<file path="src/rtl/regfile_sb.sv">
// regfile_sb: multi-port register file (two write ports, N_RD read ports)
// with a per-register write-pending scoreboard used by issue logic to hold
// operands until their producing write has landed.
module regfile_sb #(
   parameter int DATA_W   = 32,
   parameter int ADDR_W   = 5,
   parameter int N_RD     = 2,
   parameter int ZERO_REG = 1,
   parameter int BYPASS   = 1
) (
   input  logic                     clk,
   input  logic                     rst,
   input  logic                     we0,
   input  logic [ADDR_W-1:0]        wa0,
   input  logic [DATA_W-1:0]        wd0,
   input  logic                     we1,
   input  logic [ADDR_W-1:0]        wa1,
   input  logic [DATA_W-1:0]        wd1,
   input  logic [N_RD*ADDR_W-1:0]   ra,
   output logic [N_RD*DATA_W-1:0]   rd,
   output logic [N_RD-1:0]          rbusy,
   input  logic                     alloc_en,
   input  logic [ADDR_W-1:0]        alloc_addr,
   output logic                     alloc_ok,
   output logic [ADDR_W:0]          n_busy,
   output logic                     wconf_err
);

   localparam int DEPTH = 1 << ADDR_W;
   localparam int CNT_W = ADDR_W + 1;
   localparam bit ZR    = (ZERO_REG != 0);
   localparam bit BP    = (BYPASS != 0);

   logic [DATA_W-1:0] mem_q [DEPTH];
   logic [DATA_W-1:0] mem_d [DEPTH];
   logic [DEPTH-1:0]  busy_q, busy_d;
   logic [CNT_W-1:0]  n_busy_q, n_busy_d;
   logic              wconf_q, wconf_d;

   logic alloc_zero;
   logic alloc_hit_wr;

   // Allocation is accepted when the target is free or is being written back
   // this very cycle; register 0 is always accepted when hardwired to zero.
   assign alloc_zero   = ZR && (alloc_addr == '0);
   assign alloc_hit_wr = (we0 && (wa0 == alloc_addr)) || (we1 && (wa1 == alloc_addr));
   assign alloc_ok     = alloc_en && (alloc_zero || !busy_q[alloc_addr] || alloc_hit_wr);

   // Storage next state: port 1 is applied after port 0 so it wins a conflict.
   always_comb begin
      // NOTE: defaults first, then overrides with blocking '=' -- every path
      // assigns mem_d, so no latch, and the later port-1 write takes priority.
      mem_d = mem_q;
      if (we0) mem_d[wa0] = wd0;
      if (we1) mem_d[wa1] = wd1;
      if (ZR)  mem_d[0]   = '0;
   end

   // Scoreboard next state: writes clear, an accepted allocation sets and
   // beats a same-cycle clear; the count is the popcount of the new bits.
   always_comb begin
      busy_d = busy_q;
      if (we0)      busy_d[wa0]        = 1'b0;
      if (we1)      busy_d[wa1]        = 1'b0;
      if (alloc_ok) busy_d[alloc_addr] = 1'b1;
      if (ZR)       busy_d[0]          = 1'b0;
      n_busy_d = '0;
      for (int r = 0; r < DEPTH; r++) begin
         n_busy_d = n_busy_d + CNT_W'(busy_d[r]);
      end
      wconf_d = wconf_q || (we0 && we1 && (wa0 == wa1) && !(ZR && (wa0 == '0)));
   end

   // State registers; reset is asynchronous and discards any in-flight update.
   always_ff @(posedge clk or posedge rst) begin
      if (rst) begin
         // NOTE: the storage array is reset on purpose -- registers must read
         // zero after reset, so it cannot be left as an unreset RAM.
         mem_q    <= '{default: '0};
         busy_q   <= '0;
         n_busy_q <= '0;
         wconf_q  <= 1'b0;
      end else begin
         mem_q    <= mem_d;
         busy_q   <= busy_d;
         n_busy_q <= n_busy_d;
         wconf_q  <= wconf_d;
      end
   end

   assign n_busy    = n_busy_q;
   assign wconf_err = wconf_q;

   // Read ports: zero register, then port-1 bypass, then port-0 bypass, then storage.
   for (genvar i = 0; i < N_RD; i++) begin : g_rd
      logic [ADDR_W-1:0] addr;
      logic              is_zero;
      logic              hit0;
      logic              hit1;

      assign addr    = ra[i*ADDR_W +: ADDR_W];
      assign is_zero = ZR && (addr == '0);
      assign hit0    = BP && we0 && (wa0 == addr);
      assign hit1    = BP && we1 && (wa1 == addr);

      assign rd[i*DATA_W +: DATA_W] = is_zero ? '0  :
                                      hit1    ? wd1 :
                                      hit0    ? wd0 :
                                                mem_q[addr];
      assign rbusy[i] = !is_zero && !hit0 && !hit1 && busy_q[addr];
   end

endmodule

</file>
<file path="config.mk">
export PLATFORM = sky130hd
export DESIGN_NAME = regfile_sb
export DESIGN_NICKNAME = d
export VERILOG_FILES = /design/src/rtl/regfile_sb.sv
export SDC_FILE = /design/constraint.sdc
export NUM_CORES = 2
export LEC_CHECK = 0
export BUFFER_PORTS_ARGS = -buffer_cell sky130_fd_sc_hd__buf_2
export CAP_MARGIN = 15
export CORE_AREA = 2 2 361 363
export CTS_BUF_LIST = sky130_fd_sc_hd__clkbuf_2
export DETAILED_ROUTE_END_ITERATION = 7
export DIE_AREA = 0 0 363 365
export PLACE_DENSITY = 0.71
export SLEW_MARGIN = 10
export SYNTH_ARGS = -nofsm -noshare
export SYNTH_HDL_FRONTEND = slang
export SYNTH_SLANG_ARGS = --single-unit
</file>
<file path="constraint.sdc">
create_clock -name clk -period 31.8 [get_ports clk]
set_input_delay 1.59 -clock clk [delete_from_list [all_inputs] [get_ports clk]]
set_output_delay 1.59 -clock clk [all_outputs]
set_load 0.02 [all_outputs]
</file>
==> flow_metrics.env <==
export IMPL_outcome="finished, violations left"
export IMPL_violations="DRC"
export IMPL_std_cell_rows=132
export IMPL_nets=6375
export IMPL_worst_pin_slew_ps=1380
export IMPL_max_stage_delay_ps=970
export IMPL_intPower_uw=2750
export IMPL_worstPathRequired_ps=30210
export IMPL_vias=56400
export IMPL_critPathKind="in -> out"
export IMPL_ys_seq_elements=1030
export IMPL_busiest_layer="met2"
export IMPL_die_width_um=363
export IMPL_grtUsageMet1_pct=46.7
export IMPL_clk_pin_slew_ps=100
export IMPL_met2_usage_pct=55.8
export IMPL_max_freq_mhz=131
export IMPL_start_util_pct=51.6
export IMPL_clock_latency_ps=1640
export IMPL_period_needed_ps=7640
export IMPL_synth_async_sr_flop_share_pct=100
export IMPL_finClkSkew_ps=112
export IMPL_rr_endpoint="n_busy[4]$_DFF_PP0_"
export IMPL_grt_overflow_total=0
export IMPL_sw_frac_of_total_pct=36.9
export IMPL_clkPwrFrac_pct=21.2
export IMPL_yosys_area_share_adder_pct=0.825
export IMPL_drive_gt1_share_pct=20.1
export IMPL_hold_viol=0
export IMPL_avgViaCountPerCell=6.96
export IMPL_r2r_start="busy_q[4]$_DFF_PP0_"
export IMPL_syn_inst=6494
export IMPL_drc=2
export IMPL_multiInputGateArea_um2=37700
export IMPL_yosysWarnings=0
export IMPL_drv_cap=0
export IMPL_cts_buffer_depth=4
export IMPL_setup_tns_ps=0
export IMPL_n_fill_cell=11100
export IMPL_r2r_slack_ps=24840
export IMPL_worstPathArrival_ps=6050
export IMPL_total_power_uw=4360
export IMPL_drtIter0Drc=7977
export IMPL_grt_max_degree=168
export IMPL_p_leak_uw=0.0310
export IMPL_ctsResizeCount=0
export IMPL_die_height_um=365
export IMPL_htreeDepth=5
export IMPL_grt_pass1_vias=55100
export IMPL_pin_count=168
export IMPL_regArea_um2=25800
export IMPL_synth_cell_type_count=71
export IMPL_portBuffers=167
export IMPL_drt_pass1_iterations=8
export IMPL_cp_top_family="buffers and inverters"
export IMPL_wl_per_cell_um=31.7
export IMPL_ant_nets=0
export IMPL_root_buffer="clkbuf_2"
export IMPL_ir_drop_mv=0.0832
export IMPL_p_comb_share_pct=33.8
export IMPL_rr_worst_depth=21
export IMPL_cts_hold_buf=0
export IMPL_placed_cells=7632
export IMPL_path_cells="buf_8, buf_4, buf_4, mux4_2, nor2b_1, a211oi_1, or4_1, nor4_1, a221o_1, buf_2"
export IMPL_synth_top_family_by_area="multiplexers"
export IMPL_antenna_found_initial=31
export IMPL_cts_inserted_buffers=289
export IMPL_cts_sinks=1030
export IMPL_grt_pass1_wl_mm=374
export IMPL_use_met3_pct=15.6
export IMPL_rsz0062_at_grt="no"
export IMPL_synth_xor_area_share_pct=0.488
export IMPL_track_usage_pct=38.6
export IMPL_seq_area_frac_synth_pct=38.8
export IMPL_synth_area_um2=66400
export IMPL_syn2layout_area_growth_pct=5.11
export IMPL_place_hpwl_mm=143
export IMPL_syn_area_per_cell_um2=10.2
export IMPL_gp_congestion=0.947
export IMPL_p_switching_uw=1610
export IMPL_synth_ff_type="dfrtp_1"
export IMPL_seqPwrFrac_pct=45.0
export IMPL_cp_startpoint="ra[6]"
export IMPL_cts_tree="yes"
export IMPL_yosys_area_share_simple_pct=9.48
export IMPL_die_area_um2=132000
export IMPL_synth_compound_area_share_pct=12.5
export IMPL_hold_path_class="in -> async"
export IMPL_fin_cells=8105
export IMPL_hold_slack_ps=79.0
export IMPL_syn_nets=6618
export IMPL_finalCoreUtilization_pct=54.3
export IMPL_setup_viol_count_final=0
export IMPL_startpoint_type="input pin"
export IMPL_cp_max_fo=62
export IMPL_synth_edf_count=0
export IMPL_cp_num_buf_inv=4
export IMPL_coreArea_um2=129000
export IMPL_wl_mm=257
export IMPL_power_density_nw_per_um2=62.4
export IMPL_critPathCaptureType="output port"
export IMPL_post_cts_buffers=0
export IMPL_slew_headroom_pct=7.68
export IMPL_crit_top_cell="buf_4"
export IMPL_drv_slew=0
export IMPL_critPathSlowestCell="buf_4"
export IMPL_fin_crit_sh_pct=24.0
export IMPL_synthMuxAreaShare_pct=32.6
==> logic make-up (layout without fill, tap and decap cells) <==
kind of cell,Yosys count,count (layout)
AOI/OAI and AO/OA,1413,1413
buffers and inverters,860,771
other,0,25
xor gates and xnor gates,37,37
adders and majority gates,30,30
DFF,1030,1030
muxes,1616,1616
and+or+nand+nor,1508,1508
==> power by group through the flow <==
stage,clock network (uW),registers (uW),logic [uW]
2_1_floorplan,0,1870,1140
3_3_place_gp,0,1950,1400
3_5_place_dp,0,1970,1450
4_1_cts,929,1950,1450
5_1_grt,996,2000,1610
6_report,925,1960,1470
==> per-stage QoR <==
step	instance area [um2]	worst slack (ps)
floorplan	66400	1220
global placement	67500	22830
detailed placement	67500	22730
CTS	69700	24180
global route	69800	24020
finish	69800	24160
==> metal layers <==
| layer | share of wire [%] | routed length, um |
|---|---|---|
| met4 | 8.0 | 20500 |
| met2 | 43 | 110000 |
| met1 | 35 | 89400 |
| met5 | 0.089 | 230 |
| met3 | 14 | 36900 |
==> worst register-to-register path: cells and delay by family (launching register included) <==
kind,cells,cell delay [ps]
multiplexers,1,520
buffers and inverters,4,270
adder cells (fa/ha/maj),8,3680
AND/OR/NAND/NOR,3,470
AO/OA/AOI/OAI,4,1280
XOR/XNOR,1,130
flip-flops,1,490
==> registers in the layout, summed over array words and instances, names as in the netlist <==
name,flops
mem_q,992
busy_q,31
n_busy,6
wconf_err,1
==> synthesized netlist by cell type, drive strengths merged (35+ instances only) <==
cell    instances  area, um2
o21ai         454       2270
nand2         580       2180
dfrtp        1030      25800
mux4          434       9780
buf           297       1440
a211oi         59        473
nor2          703       2650
mux2i        1137      11400
mux2           45        507
nor4           36        225
a31oi          35        219
nor2b          67        419
a32oi          37        324
o22ai          93        582
a21oi         556       2780
clkbuf        525       1980
inv            38        143
==> cell type report <==
type | instances | share of cell area [%]
clock inverters | 38 | 0.251
clock buffers | 407 | 2.92
multi-input cells | 4604 | 54.0
diodes | 25 | 0.0896
flip-flops and latches | 1030 | 36.9
repair buffers | 288 | 2.66
inverters | 38 | 0.215
well taps | 1675 | 3.00
==> worst max-delay path by stage <==
stage / end / slack [ps] / cells past startpoint
global route: n_busy[4]$_DFF_PP0_ / 24020 / 19
CTS: rd[59] / 24180 / 9
floorplan: busy_q[10]$_DFF_PP0_ / 1220 / 1
global placement: n_busy[4]$_DFF_PP0_ / 22830 / 19
detailed placement: n_busy[4]$_DFF_PP0_ / 22730 / 19
finish: rd[39] / 24160 / 10
==> cells in the final DEF, fill, tap and decap left out, drive strengths merged, types with 17 or more instances in the layout <==
| cell type | Yosys | routed |
|---|---|---|
| nor2 | 703 | 703 |
| mux2i | 1137 | 1137 |
| mux2 | 45 | 45 |
| a211oi | 59 | 59 |
| a32o | 17 | 17 |
| clkbuf | 525 | 410 |
| nor2b | 67 | 67 |
| a21oi | 556 | 556 |
| nand3 | 20 | 20 |
| a221oi | 30 | 30 |
| a221o | 29 | 29 |
| mux4 | 434 | 434 |
| nor4 | 36 | 36 |
| o21ai | 454 | 454 |
| a2111oi | 34 | 34 |
| a22oi | 33 | 33 |
| buf | 297 | 285 |
| nand2 | 580 | 580 |
| xor2 | 23 | 23 |
| o22ai | 93 | 93 |
| diode | 0 | 25 |
| inv | 38 | 44 |
| a31oi | 35 | 35 |
| dfrtp | 1030 | 1030 |
| fa | 23 | 23 |
| a32oi | 37 | 37 |
| or4 | 28 | 28 |
| clkinv | 0 | 31 |
Power figures use the tool's default switching activity.
